[src/rtl/ysyx_24100006_axi_pkg.sv]
// Shared types and constants for the 2-master AXI4 round-robin arbiter.
// Optional performance counters in the top are enabled by AXI_ARB_PERF_EN.
package ysyx_24100006_axi_pkg;

  typedef enum logic [1:0] {
    R_IDLE = 2'd0,
    R_ADDR = 2'd1,
    R_DATA = 2'd2
  } rd_state_e;

  typedef enum logic [1:0] {
    W_IDLE = 2'd0,
    W_XFER = 2'd1,
    W_RESP = 2'd2
  } wr_state_e;

  localparam logic [1:0] AXI_RESP_OKAY   = 2'b00;
  localparam logic [1:0] AXI_RESP_SLVERR = 2'b10;

  localparam logic MST_IFU  = 1'b0;
  localparam logic MST_MEMU = 1'b1;

  // On a tie the master that was not served last wins.
  function automatic logic rr_tie_pick(input logic last);
    return ~last;
  endfunction

endpackage

[src/rtl/ysyx_24100006_rr_pick2.sv]
// Two-requester round-robin pick: combinational grant index from request
// bits and the index of the master that completed most recently.
module ysyx_24100006_rr_pick2
  import ysyx_24100006_axi_pkg::*;
(
  input  logic [1:0] req_i,
  input  logic       last_i,
  output logic       grant_o
);

  always_comb begin
    grant_o = MST_IFU;
    unique case (req_i)
      2'b01:   grant_o = MST_IFU;
      2'b10:   grant_o = MST_MEMU;
      2'b11:   grant_o = rr_tie_pick(last_i);
      default: grant_o = MST_IFU;  // no request: value is not used
    endcase
  end

endmodule

[src/rtl/ysyx_24100006_axi_rr_arbiter.sv]
// 2-master (M0 = IFU, M1 = MEMU) to 1-slave AXI4 arbiter with independent,
// burst-aware read and write grants. AXI_ARB_PERF_EN adds grant/stall counters.
module ysyx_24100006_axi_rr_arbiter
  import ysyx_24100006_axi_pkg::*;
#(
  parameter int unsigned AW = 32,
  parameter int unsigned DW = 32
`ifdef AXI_ARB_PERF_EN
  , parameter int unsigned PERF_W = 32
`endif
) (
  input  logic            clk_i,
  input  logic            reset_i,
  // M0 read
  input  logic            m0_arvalid_i,
  output logic            m0_arready_o,
  input  logic [AW-1:0]   m0_araddr_i,
  input  logic [7:0]      m0_arlen_i,
  input  logic [2:0]      m0_arsize_i,
  output logic            m0_rvalid_o,
  input  logic            m0_rready_i,
  output logic [DW-1:0]   m0_rdata_o,
  output logic [1:0]      m0_rresp_o,
  output logic            m0_rlast_o,
  // M0 write
  input  logic            m0_awvalid_i,
  output logic            m0_awready_o,
  input  logic [AW-1:0]   m0_awaddr_i,
  input  logic [7:0]      m0_awlen_i,
  input  logic [2:0]      m0_awsize_i,
  input  logic            m0_wvalid_i,
  output logic            m0_wready_o,
  input  logic [DW-1:0]   m0_wdata_i,
  input  logic [DW/8-1:0] m0_wstrb_i,
  input  logic            m0_wlast_i,
  output logic            m0_bvalid_o,
  input  logic            m0_bready_i,
  output logic [1:0]      m0_bresp_o,
  // M1 read
  input  logic            m1_arvalid_i,
  output logic            m1_arready_o,
  input  logic [AW-1:0]   m1_araddr_i,
  input  logic [7:0]      m1_arlen_i,
  input  logic [2:0]      m1_arsize_i,
  output logic            m1_rvalid_o,
  input  logic            m1_rready_i,
  output logic [DW-1:0]   m1_rdata_o,
  output logic [1:0]      m1_rresp_o,
  output logic            m1_rlast_o,
  // M1 write
  input  logic            m1_awvalid_i,
  output logic            m1_awready_o,
  input  logic [AW-1:0]   m1_awaddr_i,
  input  logic [7:0]      m1_awlen_i,
  input  logic [2:0]      m1_awsize_i,
  input  logic            m1_wvalid_i,
  output logic            m1_wready_o,
  input  logic [DW-1:0]   m1_wdata_i,
  input  logic [DW/8-1:0] m1_wstrb_i,
  input  logic            m1_wlast_i,
  output logic            m1_bvalid_o,
  input  logic            m1_bready_i,
  output logic [1:0]      m1_bresp_o,
  // Slave port
  output logic            s_arvalid_o,
  input  logic            s_arready_i,
  output logic [AW-1:0]   s_araddr_o,
  output logic [7:0]      s_arlen_o,
  output logic [2:0]      s_arsize_o,
  input  logic            s_rvalid_i,
  output logic            s_rready_o,
  input  logic [DW-1:0]   s_rdata_i,
  input  logic [1:0]      s_rresp_i,
  input  logic            s_rlast_i,
  output logic            s_awvalid_o,
  input  logic            s_awready_i,
  output logic [AW-1:0]   s_awaddr_o,
  output logic [7:0]      s_awlen_o,
  output logic [2:0]      s_awsize_o,
  output logic            s_wvalid_o,
  input  logic            s_wready_i,
  output logic [DW-1:0]   s_wdata_o,
  output logic [DW/8-1:0] s_wstrb_o,
  output logic            s_wlast_o,
  input  logic            s_bvalid_i,
  output logic            s_bready_o,
  input  logic [1:0]      s_bresp_i
`ifdef AXI_ARB_PERF_EN
  , output logic [PERF_W-1:0] perf_rd_grant0_o,
  output logic [PERF_W-1:0] perf_rd_grant1_o,
  output logic [PERF_W-1:0] perf_wr_grant0_o,
  output logic [PERF_W-1:0] perf_wr_grant1_o,
  output logic [PERF_W-1:0] perf_rd_stall_o
`endif
);

  rd_state_e rd_state_q;
  wr_state_e wr_state_q;
  logic      rd_gnt_q, wr_gnt_q;
  logic      rr_last_r_q, rr_last_w_q;
  logic      aw_done_q, w_done_q;
  logic      rd_pick, wr_pick;
  logic      ar_hs, r_last_hs, aw_hs, w_last_hs, b_hs;

  ysyx_24100006_rr_pick2 u_rd_pick (
    .req_i   ({m1_arvalid_i, m0_arvalid_i}),
    .last_i  (rr_last_r_q),
    .grant_o (rd_pick)
  );

  ysyx_24100006_rr_pick2 u_wr_pick (
    .req_i   ({m1_awvalid_i, m0_awvalid_i}),
    .last_i  (rr_last_w_q),
    .grant_o (wr_pick)
  );

  assign ar_hs     = s_arvalid_o & s_arready_i;
  assign r_last_hs = s_rvalid_i & s_rready_o & s_rlast_i;
  assign aw_hs     = s_awvalid_o & s_awready_i;
  assign w_last_hs = s_wvalid_o & s_wready_i & s_wlast_o;
  assign b_hs      = s_bvalid_i & s_bready_o;

  // Read channel mux/demux; everything is zero outside the owning state.
  always_comb begin
    s_arvalid_o  = 1'b0;
    s_araddr_o   = '0;
    s_arlen_o    = '0;
    s_arsize_o   = '0;
    m0_arready_o = 1'b0;
    m1_arready_o = 1'b0;
    s_rready_o   = 1'b0;
    m0_rvalid_o  = 1'b0;
    m0_rdata_o   = '0;
    m0_rresp_o   = '0;
    m0_rlast_o   = 1'b0;
    m1_rvalid_o  = 1'b0;
    m1_rdata_o   = '0;
    m1_rresp_o   = '0;
    m1_rlast_o   = 1'b0;
    unique case (rd_state_q)
      R_ADDR: begin
        if (rd_gnt_q == MST_MEMU) begin
          s_arvalid_o  = m1_arvalid_i;
          s_araddr_o   = m1_araddr_i;
          s_arlen_o    = m1_arlen_i;
          s_arsize_o   = m1_arsize_i;
          m1_arready_o = s_arready_i;
        end else begin
          s_arvalid_o  = m0_arvalid_i;
          s_araddr_o   = m0_araddr_i;
          s_arlen_o    = m0_arlen_i;
          s_arsize_o   = m0_arsize_i;
          m0_arready_o = s_arready_i;
        end
      end
      R_DATA: begin
        if (rd_gnt_q == MST_MEMU) begin
          s_rready_o  = m1_rready_i;
          m1_rvalid_o = s_rvalid_i;
          m1_rdata_o  = s_rdata_i;
          m1_rresp_o  = s_rresp_i;
          m1_rlast_o  = s_rlast_i;
        end else begin
          s_rready_o  = m0_rready_i;
          m0_rvalid_o = s_rvalid_i;
          m0_rdata_o  = s_rdata_i;
          m0_rresp_o  = s_rresp_i;
          m0_rlast_o  = s_rlast_i;
        end
      end
      default: ;
    endcase
  end

  // Write channel mux/demux; AW and W are each masked once their part is done.
  always_comb begin
    s_awvalid_o  = 1'b0;
    s_awaddr_o   = '0;
    s_awlen_o    = '0;
    s_awsize_o   = '0;
    s_wvalid_o   = 1'b0;
    s_wdata_o    = '0;
    s_wstrb_o    = '0;
    s_wlast_o    = 1'b0;
    m0_awready_o = 1'b0;
    m1_awready_o = 1'b0;
    m0_wready_o  = 1'b0;
    m1_wready_o  = 1'b0;
    s_bready_o   = 1'b0;
    m0_bvalid_o  = 1'b0;
    m0_bresp_o   = '0;
    m1_bvalid_o  = 1'b0;
    m1_bresp_o   = '0;
    unique case (wr_state_q)
      W_XFER: begin
        if (wr_gnt_q == MST_MEMU) begin
          s_awvalid_o  = m1_awvalid_i & ~aw_done_q;
          s_awaddr_o   = m1_awaddr_i;
          s_awlen_o    = m1_awlen_i;
          s_awsize_o   = m1_awsize_i;
          m1_awready_o = s_awready_i & ~aw_done_q;
          s_wvalid_o   = m1_wvalid_i & ~w_done_q;
          s_wdata_o    = m1_wdata_i;
          s_wstrb_o    = m1_wstrb_i;
          s_wlast_o    = m1_wlast_i;
          m1_wready_o  = s_wready_i & ~w_done_q;
        end else begin
          s_awvalid_o  = m0_awvalid_i & ~aw_done_q;
          s_awaddr_o   = m0_awaddr_i;
          s_awlen_o    = m0_awlen_i;
          s_awsize_o   = m0_awsize_i;
          m0_awready_o = s_awready_i & ~aw_done_q;
          s_wvalid_o   = m0_wvalid_i & ~w_done_q;
          s_wdata_o    = m0_wdata_i;
          s_wstrb_o    = m0_wstrb_i;
          s_wlast_o    = m0_wlast_i;
          m0_wready_o  = s_wready_i & ~w_done_q;
        end
      end
      W_RESP: begin
        if (wr_gnt_q == MST_MEMU) begin
          s_bready_o  = m1_bready_i;
          m1_bvalid_o = s_bvalid_i;
          m1_bresp_o  = s_bresp_i;
        end else begin
          s_bready_o  = m0_bready_i;
          m0_bvalid_o = s_bvalid_i;
          m0_bresp_o  = s_bresp_i;
        end
      end
      default: ;
    endcase
  end

  always_ff @(posedge clk_i) begin
    if (reset_i) begin
      rd_state_q  <= R_IDLE;
      rd_gnt_q    <= MST_IFU;
      rr_last_r_q <= MST_IFU;
    end else begin
      unique case (rd_state_q)
        R_IDLE: begin
          if (m0_arvalid_i | m1_arvalid_i) begin
            rd_gnt_q   <= rd_pick;
            rd_state_q <= R_ADDR;
          end
        end
        R_ADDR: if (ar_hs) rd_state_q <= R_DATA;
        R_DATA: begin
          if (r_last_hs) begin
            rr_last_r_q <= rd_gnt_q;
            rd_state_q  <= R_IDLE;
          end
        end
        default: rd_state_q <= R_IDLE;
      endcase
    end
  end

  always_ff @(posedge clk_i) begin
    if (reset_i) begin
      wr_state_q  <= W_IDLE;
      wr_gnt_q    <= MST_IFU;
      rr_last_w_q <= MST_IFU;
      aw_done_q   <= 1'b0;
      w_done_q    <= 1'b0;
    end else begin
      unique case (wr_state_q)
        W_IDLE: begin
          if (m0_awvalid_i | m1_awvalid_i) begin
            wr_gnt_q   <= wr_pick;
            wr_state_q <= W_XFER;
            aw_done_q  <= 1'b0;
            w_done_q   <= 1'b0;
          end
        end
        W_XFER: begin
          if ((aw_done_q | aw_hs) && (w_done_q | w_last_hs)) begin
            wr_state_q <= W_RESP;
            aw_done_q  <= 1'b0;
            w_done_q   <= 1'b0;
          end else begin
            if (aw_hs)     aw_done_q <= 1'b1;
            if (w_last_hs) w_done_q  <= 1'b1;
          end
        end
        W_RESP: begin
          if (b_hs) begin
            rr_last_w_q <= wr_gnt_q;
            wr_state_q  <= W_IDLE;
          end
        end
        default: wr_state_q <= W_IDLE;
      endcase
    end
  end

`ifdef AXI_ARB_PERF_EN
  logic [PERF_W-1:0] perf_rd_grant0_q, perf_rd_grant1_q;
  logic [PERF_W-1:0] perf_wr_grant0_q, perf_wr_grant1_q;
  logic [PERF_W-1:0] perf_rd_stall_q;
  logic              rd_grant_ev, wr_grant_ev, rd_owner, rd_stall_ev;

  function automatic logic [PERF_W-1:0] sat_inc(input logic [PERF_W-1:0] v);
    return (&v) ? v : v + {{(PERF_W-1){1'b0}}, 1'b1};
  endfunction

  assign rd_grant_ev = (rd_state_q == R_IDLE) & (m0_arvalid_i | m1_arvalid_i);
  assign wr_grant_ev = (wr_state_q == W_IDLE) & (m0_awvalid_i | m1_awvalid_i);
  // In idle the master being picked this cycle counts as the owner.
  assign rd_owner    = (rd_state_q == R_IDLE) ? rd_pick : rd_gnt_q;
  assign rd_stall_ev = (m0_arvalid_i & (rd_owner != MST_IFU)) |
                       (m1_arvalid_i & (rd_owner != MST_MEMU));

  always_ff @(posedge clk_i) begin
    if (reset_i) begin
      perf_rd_grant0_q <= '0;
      perf_rd_grant1_q <= '0;
      perf_wr_grant0_q <= '0;
      perf_wr_grant1_q <= '0;
      perf_rd_stall_q  <= '0;
    end else begin
      if (rd_grant_ev && rd_pick == MST_IFU)  perf_rd_grant0_q <= sat_inc(perf_rd_grant0_q);
      if (rd_grant_ev && rd_pick == MST_MEMU) perf_rd_grant1_q <= sat_inc(perf_rd_grant1_q);
      if (wr_grant_ev && wr_pick == MST_IFU)  perf_wr_grant0_q <= sat_inc(perf_wr_grant0_q);
      if (wr_grant_ev && wr_pick == MST_MEMU) perf_wr_grant1_q <= sat_inc(perf_wr_grant1_q);
      if (rd_stall_ev)                        perf_rd_stall_q  <= sat_inc(perf_rd_stall_q);
    end
  end

  assign perf_rd_grant0_o = perf_rd_grant0_q;
  assign perf_rd_grant1_o = perf_rd_grant1_q;
  assign perf_wr_grant0_o = perf_wr_grant0_q;
  assign perf_wr_grant1_o = perf_wr_grant1_q;
  assign perf_rd_stall_o  = perf_rd_stall_q;
`endif

endmodule
[config.mk]
export PLATFORM = sky130hd
export DESIGN_NAME = ysyx_24100006_axi_rr_arbiter
export DESIGN_NICKNAME = d
export VERILOG_FILES = /design/src/rtl/ysyx_24100006_axi_pkg.sv /design/src/rtl/ysyx_24100006_rr_pick2.sv /design/src/rtl/ysyx_24100006_axi_rr_arbiter.sv
export SDC_FILE = /design/constraint.sdc
export NUM_CORES = 1
export LEC_CHECK = 0
export BUFFER_PORTS_ARGS = -buffer_cell sky130_fd_sc_hd__buf_2
export CAP_MARGIN = 25
export CELL_PAD_IN_SITES_DETAIL_PLACEMENT = 2
export CELL_PAD_IN_SITES_GLOBAL_PLACEMENT = 2
export CORE_AREA = 2 2 200 202
export DETAILED_ROUTE_END_ITERATION = 8
export DIE_AREA = 0 0 202 204
export PLACE_DENSITY_LB_ADDON = 0.1
export SYNTH_ARGS = -nofsm -noshare
export SYNTH_HDL_FRONTEND = slang
export SYNTH_HIERARCHICAL = 1
export SYNTH_SLANG_ARGS = --single-unit
[constraint.sdc]
create_clock -name clk_i -period 1.5 [get_ports clk_i]
set_input_delay 0 -clock clk_i [delete_from_list [all_inputs] [get_ports clk_i]]
set_output_delay 0 -clock clk_i [all_outputs]
set_load 0.05 [all_outputs]
== Word-level counts from Yosys, hierarchy flattened ==
Index checks and enable logic that the tools add are counted.

* Register bits after elaboration: 10
* Input bits: 300
* Output and inout port bits: 212
* Word-level logic and storage cells: 138

* Equality and inequality tests: 16
* Mux-type cells: 81
* Bitwise logic cells: 21
* Reductions and logical operators: 12

{| class="wikitable"
|+ Operator list
! cell !! number
|-
| $mux 32 || 10
|-
| $mux 1 || 41
|-
| $mux 8 || 4
|-
| $mux 2 || 14
|-
| $and 1x1->1 || 13
|-
| $eq 2x2->1 const B || 6
|-
| $mux 3 || 4
|-
| $ne 2x2->1 const B || 6
|-
| $pmux 2 s3 || 2
|-
| $reduce_and 3->1 || 4
|-
| $mux 4 || 2
|-
| $pmux 1 s2 || 4
|-
| $reduce_and 2->1 || 4
|-
| $ne 3x3->1 const B || 2
|-
| $eq 2x1->1 const B || 2
|-
| $logic_not 2->1 || 2
|-
| $not 1->1 || 4
|-
| $or 1x1->1 || 4
|-
| $reduce_bool 2->1 || 1
|-
| $logic_and 1x1->1 || 1
|}

== Depth between registers and ports, before layout ==
Gate-level depths: netlist of the first run.

* Depth in word-level cells: 10
* Gate-level depth with buffers: 5
* Depth with buffers taken out: 4

== Modules after synthesis ==
Netlist of the first run, hierarchy kept.

{| class="wikitable"
|+ Modules (own cells, without submodules)
! module !! instances !! cells an instance !! area an instance (µm²) !! seq. area each (µm²)
|-
| ysyx_24100006_axi_rr_arbiter || 1 || 443 || 2,971.6 || 200.2
|-
| ysyx_24100006_rr_pick2 || 2 || 1 || 11.3 || 0.0
|}

== Worst setup path after synthesis of the first run ==
OpenSTA, ideal clock, no wires.

* Kind: register -> register
* Start: register wr_gnt_q
* End: register wr_state_q[1]
* Library setup time: 101 ps
* Data arrival time: 1,801 ps
* Data required time: 1,399 ps
* Path slack: -402 ps
* Cell stages (with the launch flop): 6
* Path buffers: 1
* Clock period less this slack: 1,902 ps
* Cell sequence: dfxtp_1 -> buf_4 -> mux2i_1 -> nor2_1 -> a31oi_1 -> o41ai_1

* Elaborated cells between the ends (all ways): 18
* Those cells by class: 2 x eq/ne; 8 x mux; 6 x bitwise; 2 x reduce/logical

{| class="wikitable"
|+ RTL lines
! what !! RTL line !! source
|-
| start: declaration || ysyx_24100006_axi_rr_arbiter.sv:99 || <nowiki>logic rd_gnt_q, wr_gnt_q;</nowiki>
|-
| start signal: assignment || ysyx_24100006_axi_rr_arbiter.sv:271 || <nowiki>wr_gnt_q <= wr_pick;</nowiki>
|-
| $mux 1 || ysyx_24100006_axi_rr_arbiter.sv:196 || <nowiki>if (wr_gnt_q == MST_MEMU) begin</nowiki>
|-
| $mux 1 || ysyx_24100006_axi_rr_arbiter.sv:194 || <nowiki>unique case (wr_state_q)</nowiki>
|-
| net s_wlast_o || ysyx_24100006_axi_rr_arbiter.sv:84 || <nowiki>output logic s_wlast_o,</nowiki>
|-
| $and 1x1->1 || ysyx_24100006_axi_rr_arbiter.sv:120 || <nowiki>assign w_last_hs = s_wvalid_o & s_wready_i & s_wlast_o;</nowiki>
|-
| $or 1x1->1 || ysyx_24100006_axi_rr_arbiter.sv:278 || <nowiki>if ((aw_done_q | aw_hs) && (w_done_q | w_last_hs)) begin</nowiki>
|-
| $logic_and 1x1->1 || ysyx_24100006_axi_rr_arbiter.sv:278 ||
|-
| $ne 2x2->1 (no line) || - ||
|-
| $reduce_and 3->1 (no line) || - ||
|-
| end signal: assignment || ysyx_24100006_axi_rr_arbiter.sv:279 || <nowiki>wr_state_q <= W_RESP;</nowiki>
|-
| end signal: assignment || ysyx_24100006_axi_rr_arbiter.sv:290 || <nowiki>wr_state_q <= W_IDLE;</nowiki>
|-
| end signal: assignment || ysyx_24100006_axi_rr_arbiter.sv:293 || <nowiki>default: wr_state_q <= W_IDLE;</nowiki>
|-
| end: declaration || ysyx_24100006_axi_rr_arbiter.sv:98 || <nowiki>wr_state_e wr_state_q;</nowiki>
|}

The timed path passes the listed nets, and every way through them passes these cells.
A chain may end at the register's enable or synchronous reset.

== Final worst setup path of the first run ==
* Start: register rd_state_q[0]
* End: output m0_rdata_o[16]

* Cells in the longest elaborated chain, start to end: 2

{| class="wikitable"
|+ Ends and longest elaborated chain
! what !! RTL line !! source
|-
| start: declaration || ysyx_24100006_axi_rr_arbiter.sv:97 || <nowiki>rd_state_e rd_state_q;</nowiki>
|-
| start signal: assignment || ysyx_24100006_axi_rr_arbiter.sv:237 || <nowiki>rd_state_q <= R_IDLE;</nowiki>
|-
| start signal: assignment || ysyx_24100006_axi_rr_arbiter.sv:245 || <nowiki>rd_state_q <= R_ADDR;</nowiki>
|-
| start signal: assignment || ysyx_24100006_axi_rr_arbiter.sv:248 || <nowiki>R_ADDR: if (ar_hs) rd_state_q <= R_DATA;</nowiki>
|-
| $eq 2x2->1 || ysyx_24100006_axi_rr_arbiter.sv:140 || <nowiki>unique case (rd_state_q)</nowiki>
|-
| $mux 32 || ysyx_24100006_axi_rr_arbiter.sv:140 ||
|-
| end: declaration || ysyx_24100006_axi_rr_arbiter.sv:22 || <nowiki>output logic [DW-1:0] m0_rdata_o,</nowiki>
|}

No other way between the ends.

==> results of run 1 <==
kinds of logic (layout without fill, tap and decap cells):
group,Yosys count,after routing,synth area share (%)
buffers and inverters,43,569,6.268
AND/OR/NAND/NOR,245,245,38.86
other,0,2,0
AO/OA/AOI/OAI,16,16,4.346
multiplexers,131,131,43.84
flip-flops,10,10,6.686
cells in the mapped netlist (all sizes together), types with 2 or more instances:
cell type | n | area, sq um
a31oi | 2 | 12.51
a21oi | 2 | 10.01
dfxtp | 10 | 200.2
clkbuf | 20 | 75.07
and2 | 37 | 231.5
nand2 | 10 | 37.54
mux2i | 130 | 1301
nand2b | 4 | 32.53
and3 | 39 | 244.0
nor3 | 9 | 50.05
a21boi | 2 | 22.52
nor2b | 3 | 18.77
o21ai | 2 | 10.01
buf | 23 | 112.6
a211oi | 2 | 20.02
nor2 | 140 | 525.5
layout by cell type, fill, tap and decap left out, types with 10 or more instances in the layout:
master	count
buf_6	96
buf_8	16
and2_4	12
clkbuf_4	14
nor2_1	23
and2_1	25
buf_12	13
nor2_2	114
and3_1	30
buf_4	84
buf_2	330
mux2i_2	37
mux2i_1	84
nand2_1	10
stage by stage:
stage / util [%] / std cells / setup TNS, ns
floorplan: - / 445 / -0.8565
global placement: 16.91 / 1461 / 0
detailed placement: 16.91 / 1461 / 0
CTS: 18.79 / 1476 / -0.1588
global route: 21.75 / 1497 / -4.343
finish: 21.76 / 1498 / -0.1176
power groups by stage:
stage / clock, uW / sequential (uW) / combinational, uW
floorplan: 0 / 295 / 2100
global placement: 0 / 309 / 3150
detailed placement: 0 / 309 / 3150
CTS: 554 / 299 / 3440
global route: 573 / 303 / 3990
finish: 534 / 300 / 3760
layout make-up:
class	count	area, sq um	share of cell area [%]
diodes	2	5.005	0.05870
clock buffers	4	88.84	1.042
multi-input cells	392	3274	38.41
flip-flops and latches	10	216.5	2.539
well taps	525	656.9	7.705
repair buffers	565	4284	50.25
metal layers:
| layer | vias to the layer above | share of wire [%] | GRT usage, % |
|---|---|---|---|
| li1 | 2586 | - | - |
| met1 | 2602 | 37 | 13.22 |
| met2 | 260 | 55 | 25.27 |
| met3 | 14 | 7.8 | 3.779 |
| met4 | 0 | 0.98 | 0.9454 |
| met5 | - | 0 | 0 |
registers in the layout (all words and copies together), names as in the netlist:
signal,flops
rd_state_q,2
wr_gnt_q,1
rr_last_w_q,1
rd_gnt_q,1
rr_last_r_q,1
wr_state_q,2
w_done_q,1
aw_done_q,1
timing repair:
action / in CTS / in global routing
buffers inserted: 7 / 9
hold buffers: 0 / 0
gates cloned: 4 / 11
gates resized for setup: 161 / 271
pin swaps: 0 / 7
endpoints found under the setup margin: 188 / 203
endpoints found under the hold margin: 0 / 0
final timing paths:
path,endpoint,depth (start not counted)
setup / recovery,m0_rdata_o[16],7
hold / removal,wr_gnt_q,2
setup reg to reg,aw_done_q,5
hold reg to reg,rd_state_q[0],1
worst max-delay path: stages (launching register included):
cell	delay, ns
dfxtp_4	0.35
nand2b_4	0.15
nor2_4	0.15
buf_4	0.14
buf_6	0.09
buf_6	0.10
and2_1	0.15
buf_6	0.16
==> results.md, run 1 <==
* Via density at 3.646
* Syn Inst Count at 445
* Share of the yosys chip area belonging to registers at 6.686%
* CP Max Fanout at 5
* Worst EP required at 1.50 ns
* Synth unique cells at 31
* DIE AREA at 0.04121 sq mm
* Slew HR at between 70% and 80%
* Drt drc at 0
* Comb power frac at roughly four fifths
* Dpl hpwl at about 23,000 microns
* Longest Clk Path Bufs at 2
* Via count at 5,462
* Tmin final at 1.533 ns
* Power density over the cells at 539.2 mW/mm^2
* Die height at 204 microns
* Clk pwr share at 11.6%
* Clk_lat worst skew at roughly 0.24 ns
* Initial Utilization at 7.641%
* Worst slack, placed at between 0.015 and 0.02 ns
* Largest net degree at the start of global routing at ~50
* RSZ-0062 raised after global routing: true
* WL final at 29,140 microns
* Drt pass-1 iters at 4
* CTS tree: yes
* Max cap viols at 0
* Peak Freq at 652.5 MHz
* Syn Area/Cell at 6.728 sq um
* Finish-stage setup viols at 7
* Sequential power share at between 6 and 7%
* Final worst path period share at 102.2%
* Main synth FF type: dfxtp_1
* Fin nets at around 1,300
* Worst path setup slack after routing at -0.03253 ns
* Max-slew violations at 0
* Sw Pwr at 2467 uW
* Top Ports at 512
* R2r startpoint: wr_gnt_q
* R2R Setup Slk at -0.02 ns
* Rows at 73
* Hold Startpoint: reset_i
* Worst-path clk slew at 0.04 ns
* Min Hold Slack at between 0.1 and 0.15 ns
* Critical path endpoint category: output pin
* Measured slew at the worst slew-check pin at 0.4106 ns
* Worst vdd ir at 0.0003132 V
* Async SR Flop Fraction at 0%
* P_leak at 0.004053 uW
* Net Sw Frac at 53.66%
* Crit path from: rd_state_q[0]
* Gr ovfl total at 0
* Failing checks: setup timing
* Crit Path Category: register to output pin
* Detail Route Antenna Nets at 0
* WL per Instance at 19.45 microns
* Fill cell count at 4,594
* CTS buffer count at 3
* Area Overhead vs Synth at 184.7%
* Vias in the first global route at 5,733
* Setup Skew at 0.0002499 ns
* Gr usage total at 12.58%
* Cell area after synthesis at approximately 0.0030 sq mm
* Syn Nets at around 750
* Initial antenna violation count at 2
* FF+latch count, synth at 10
* Min-delay worst type: input pin to register
* Die span in x at 202 microns
* IO buf count at 511
* Pint at 2130 uW
* Cell Area, Placed at 0.006628 sq mm
* CTS Sinks at 10
* CP startpoint kind: register
* Layout cell share with drive strength beyond 1 at roughly 80%
* Status: finished, violations left
* H-tree levels at 1
* Tot Pwr at ~4600 uW
* GP Congestion at roughly 0.77
* Root Driver: clkbuf_16
* Yosys warns at 6
* Final hold viol count at 0
* EDFF count, synth at 0
* Drt first-iter violations at around 120
* Core area at 0.03918 sq mm
* First-pass GRT wire length at 39,430 microns
* Worst endpoint data arrival time at approximately 1.5 ns
* Design Area, Final at 0.008526 sq mm
No activity file was read; power rests on OpenSTA's default activity.
==> inputs of run 2 (changes only) <==
Clock period 1.5 ns to 1.93 ns, I/O delays scaled along.
==> run 2 against run 1 <==
  * The flow now finishes without violations
  * Sequential share of layout area increased by 0.77 points
  * Setup slack better by 0.24 ns
  * First-iteration DRC count decreased by 19%
  * Power decreased by 38%
  * Highest routed layer is now met5
  * Cell count down 2.7%
  * Critical path depth down 3
  * Register-to-register slack better by 0.54 ns
  * Non-clock buffer count fell by 41
  * Worst hold slack lost 0.019 ns
==> results.md, run 2 (synthesized netlist as in run 1, its figures left out) <==
* Gr usage total at 11.51% (-1.1 points)
* CTS Sinks at 10 (unchanged)
* Gr ovfl total at 0 (unchanged)
* Status: finished clean
* Longest Clk Path Bufs at 2 (unchanged)
* Die span in x at 202 microns (unchanged)
* Final worst path period share at 89.06%
* Peak Freq at ~580 MHz
* Register area at 207.7 sq um (-4.0%)
* Top Ports at 512 (unchanged)
* WP buf/inv at 2 (-2)
* Tot Pwr at 2858 uW (-38%)
* Critical path endpoint category: output pin
* Drt pass-1 iters at 4 (unchanged)
* Detail Route Antenna Nets at 0 (unchanged)
* Rows at 73 (unchanged)
* Fill cell count at 4,794 (+4.4%)
* Power density over the cells at 455.5 mW/mm^2 (-16%)
* GP Congestion at 0.7149 (-7.7%)
* Worst path slowest cell: buf_4
* Top flop regs: rd_state_q x2, wr_state_q x2
* Initial Utilization at 7.641% (unchanged)
* Crit Path Category: register to output pin
* Setup Skew at 0.0004850 ns (+0.0002351 ns)
* Min-delay worst type: input pin to register
* CTS buffer count at 3 (unchanged)
* CP startpoint kind: register
* Tmin final at 1.719 ns
* Measured slew at the worst slew-check pin at 0.5731 ns (+0.1625 ns)
* DIE AREA at 0.04121 sq mm (unchanged)
* CP cell instances: buf_4, nand2b_1, nor2_1, buf_2
* Final hold viol count at 0 (unchanged)
* Worst vdd ir at 0.0001512 V (-52%)
* Sum of negative setup slack at 0 ns (+0.1176 ns)
* Via density at 3.525 (-3.3%)
* Worst EP required at 1.93 ns (+0.43 ns)
* Dpl hpwl at 22,460 microns (-1.9%)
* CP Max Fanout at 34 (+29)
* Layout cell share with drive strength beyond 1 at 57.96% (-21 points)
* Vias in the first global route at 5,462 (-4.7%)
* Multi-input logic area at 0.002611 sq mm (-20%)
* Initial antenna violation count at 6 (+4)
* Drt drc at 0 (unchanged)
* Most frequent cells in the layout: buf_2, nor2_1, mux2i_1, and3_1, and2_1
* P_leak at 0.003572 uW (-12%)
* WL per Instance at 17.60 microns (-9.5%)
* Fin nets at 1,231 (-3.2%)
* Die height at 204 microns (unchanged)
* Core area at 0.03918 sq mm (unchanged)
* Post-CTS sizing at 0 (-100%)
* Via count at 5,136 (-6.0%)
* RSZ-0062 raised after global routing: false
* Root Driver: clkbuf_16
* Worst path max stage delay at 0.50 ns (+0.15 ns)
* Hold depth at 2 (unchanged)
* Clk_lat worst skew at 0.24 ns (about the same)
* CTS Hold Bufs at 0 (unchanged)
* Worst-path clk slew at 0.04 ns (about the same)
* FF-to-FF path depth at 4 (-1)
* Largest net degree at the start of global routing at 59 (+16%)
* Max-slew violations at 0 (unchanged)
* Worst endpoint data arrival time at 1.72 ns (+0.19 ns)
* H-tree levels at 1 (unchanged)
* CTS tree: yes
* Most common cell after layout, fill and taps aside: buf_2
* Finish-stage setup viols at 0 (-7)
* Area Overhead vs Synth at 109.6%
* # Post-CTS Setup Buffers at 0 (-7)
* Drt first-iter violations at 96 (-19%)
* Worst path depth at 4 (-3)
* Max cap viols at 0 (unchanged)
* WL final at 25,650 microns (-12%)
* First-pass GRT wire length at 35,980 microns (-8.8%)
* Slew HR at 61.79% (-11 points)
* IO buf count at 511 (unchanged)
* Cell class contributing the biggest share of worst-path delay: buffers and inverters
-- run 2: worst paths after layout --
kind | to | startpoint | slack (ns)
max | m1_bresp_o[1] | wr_gnt_q | 0.21
max reg2reg | aw_done_q | wr_gnt_q | 0.52
min | aw_done_q | reset_i | 0.09
min reg2reg | rr_last_w_q | rr_last_w_q | 0.53
-- run 2: layout make-up --
cell class                      count  share of cell area, %
Timing Repair Buffer              524                  43.11
Multi-Input combinational cell    392                  41.62
Tap cell                          525                  10.47
Sequential cell                    10                  3.310
Clock buffer                        4                  1.416
Antenna cell                        2                0.07976
-- run 2: stage by stage --
step,cell area [sq um],hold WS (ns),setup slack [ns],util [%],instances
detailed placement,6181,0.3450,0.4442,15.77,1451
floorplan,2994,0.1835,0.02812,-,445
global placement,6181,0.3484,0.4368,15.77,1451
global route,6272,0.1283,0.06637,16.01,1456
finish,6275,0.08810,0.2111,16.01,1457
CTS,6270,0.09991,0.1848,16.00,1455
-- run 2: power breakdown --
part           internal [uW]  leakage, uW  switching (uW)  total, uW
sequential               217    0.0000831            22.5        240
combinational            670      0.00344            1540       2210
clock                    312    0.0000442            96.4        408
-- run 2: metal layers --
layer / part of all wire, % / track usage (%) / wire (microns) / up-vias
li1: - / - / - / 2486
met1: 35 / 11.56 / 8988 / 2391
met2: 56 / 23.58 / 14390 / 241
met3: 8.2 / 3.348 / 2112 / 10
met4: 0.41 / 1.549 / 105 / 8
met5: 0.21 / 0 / 54 / -
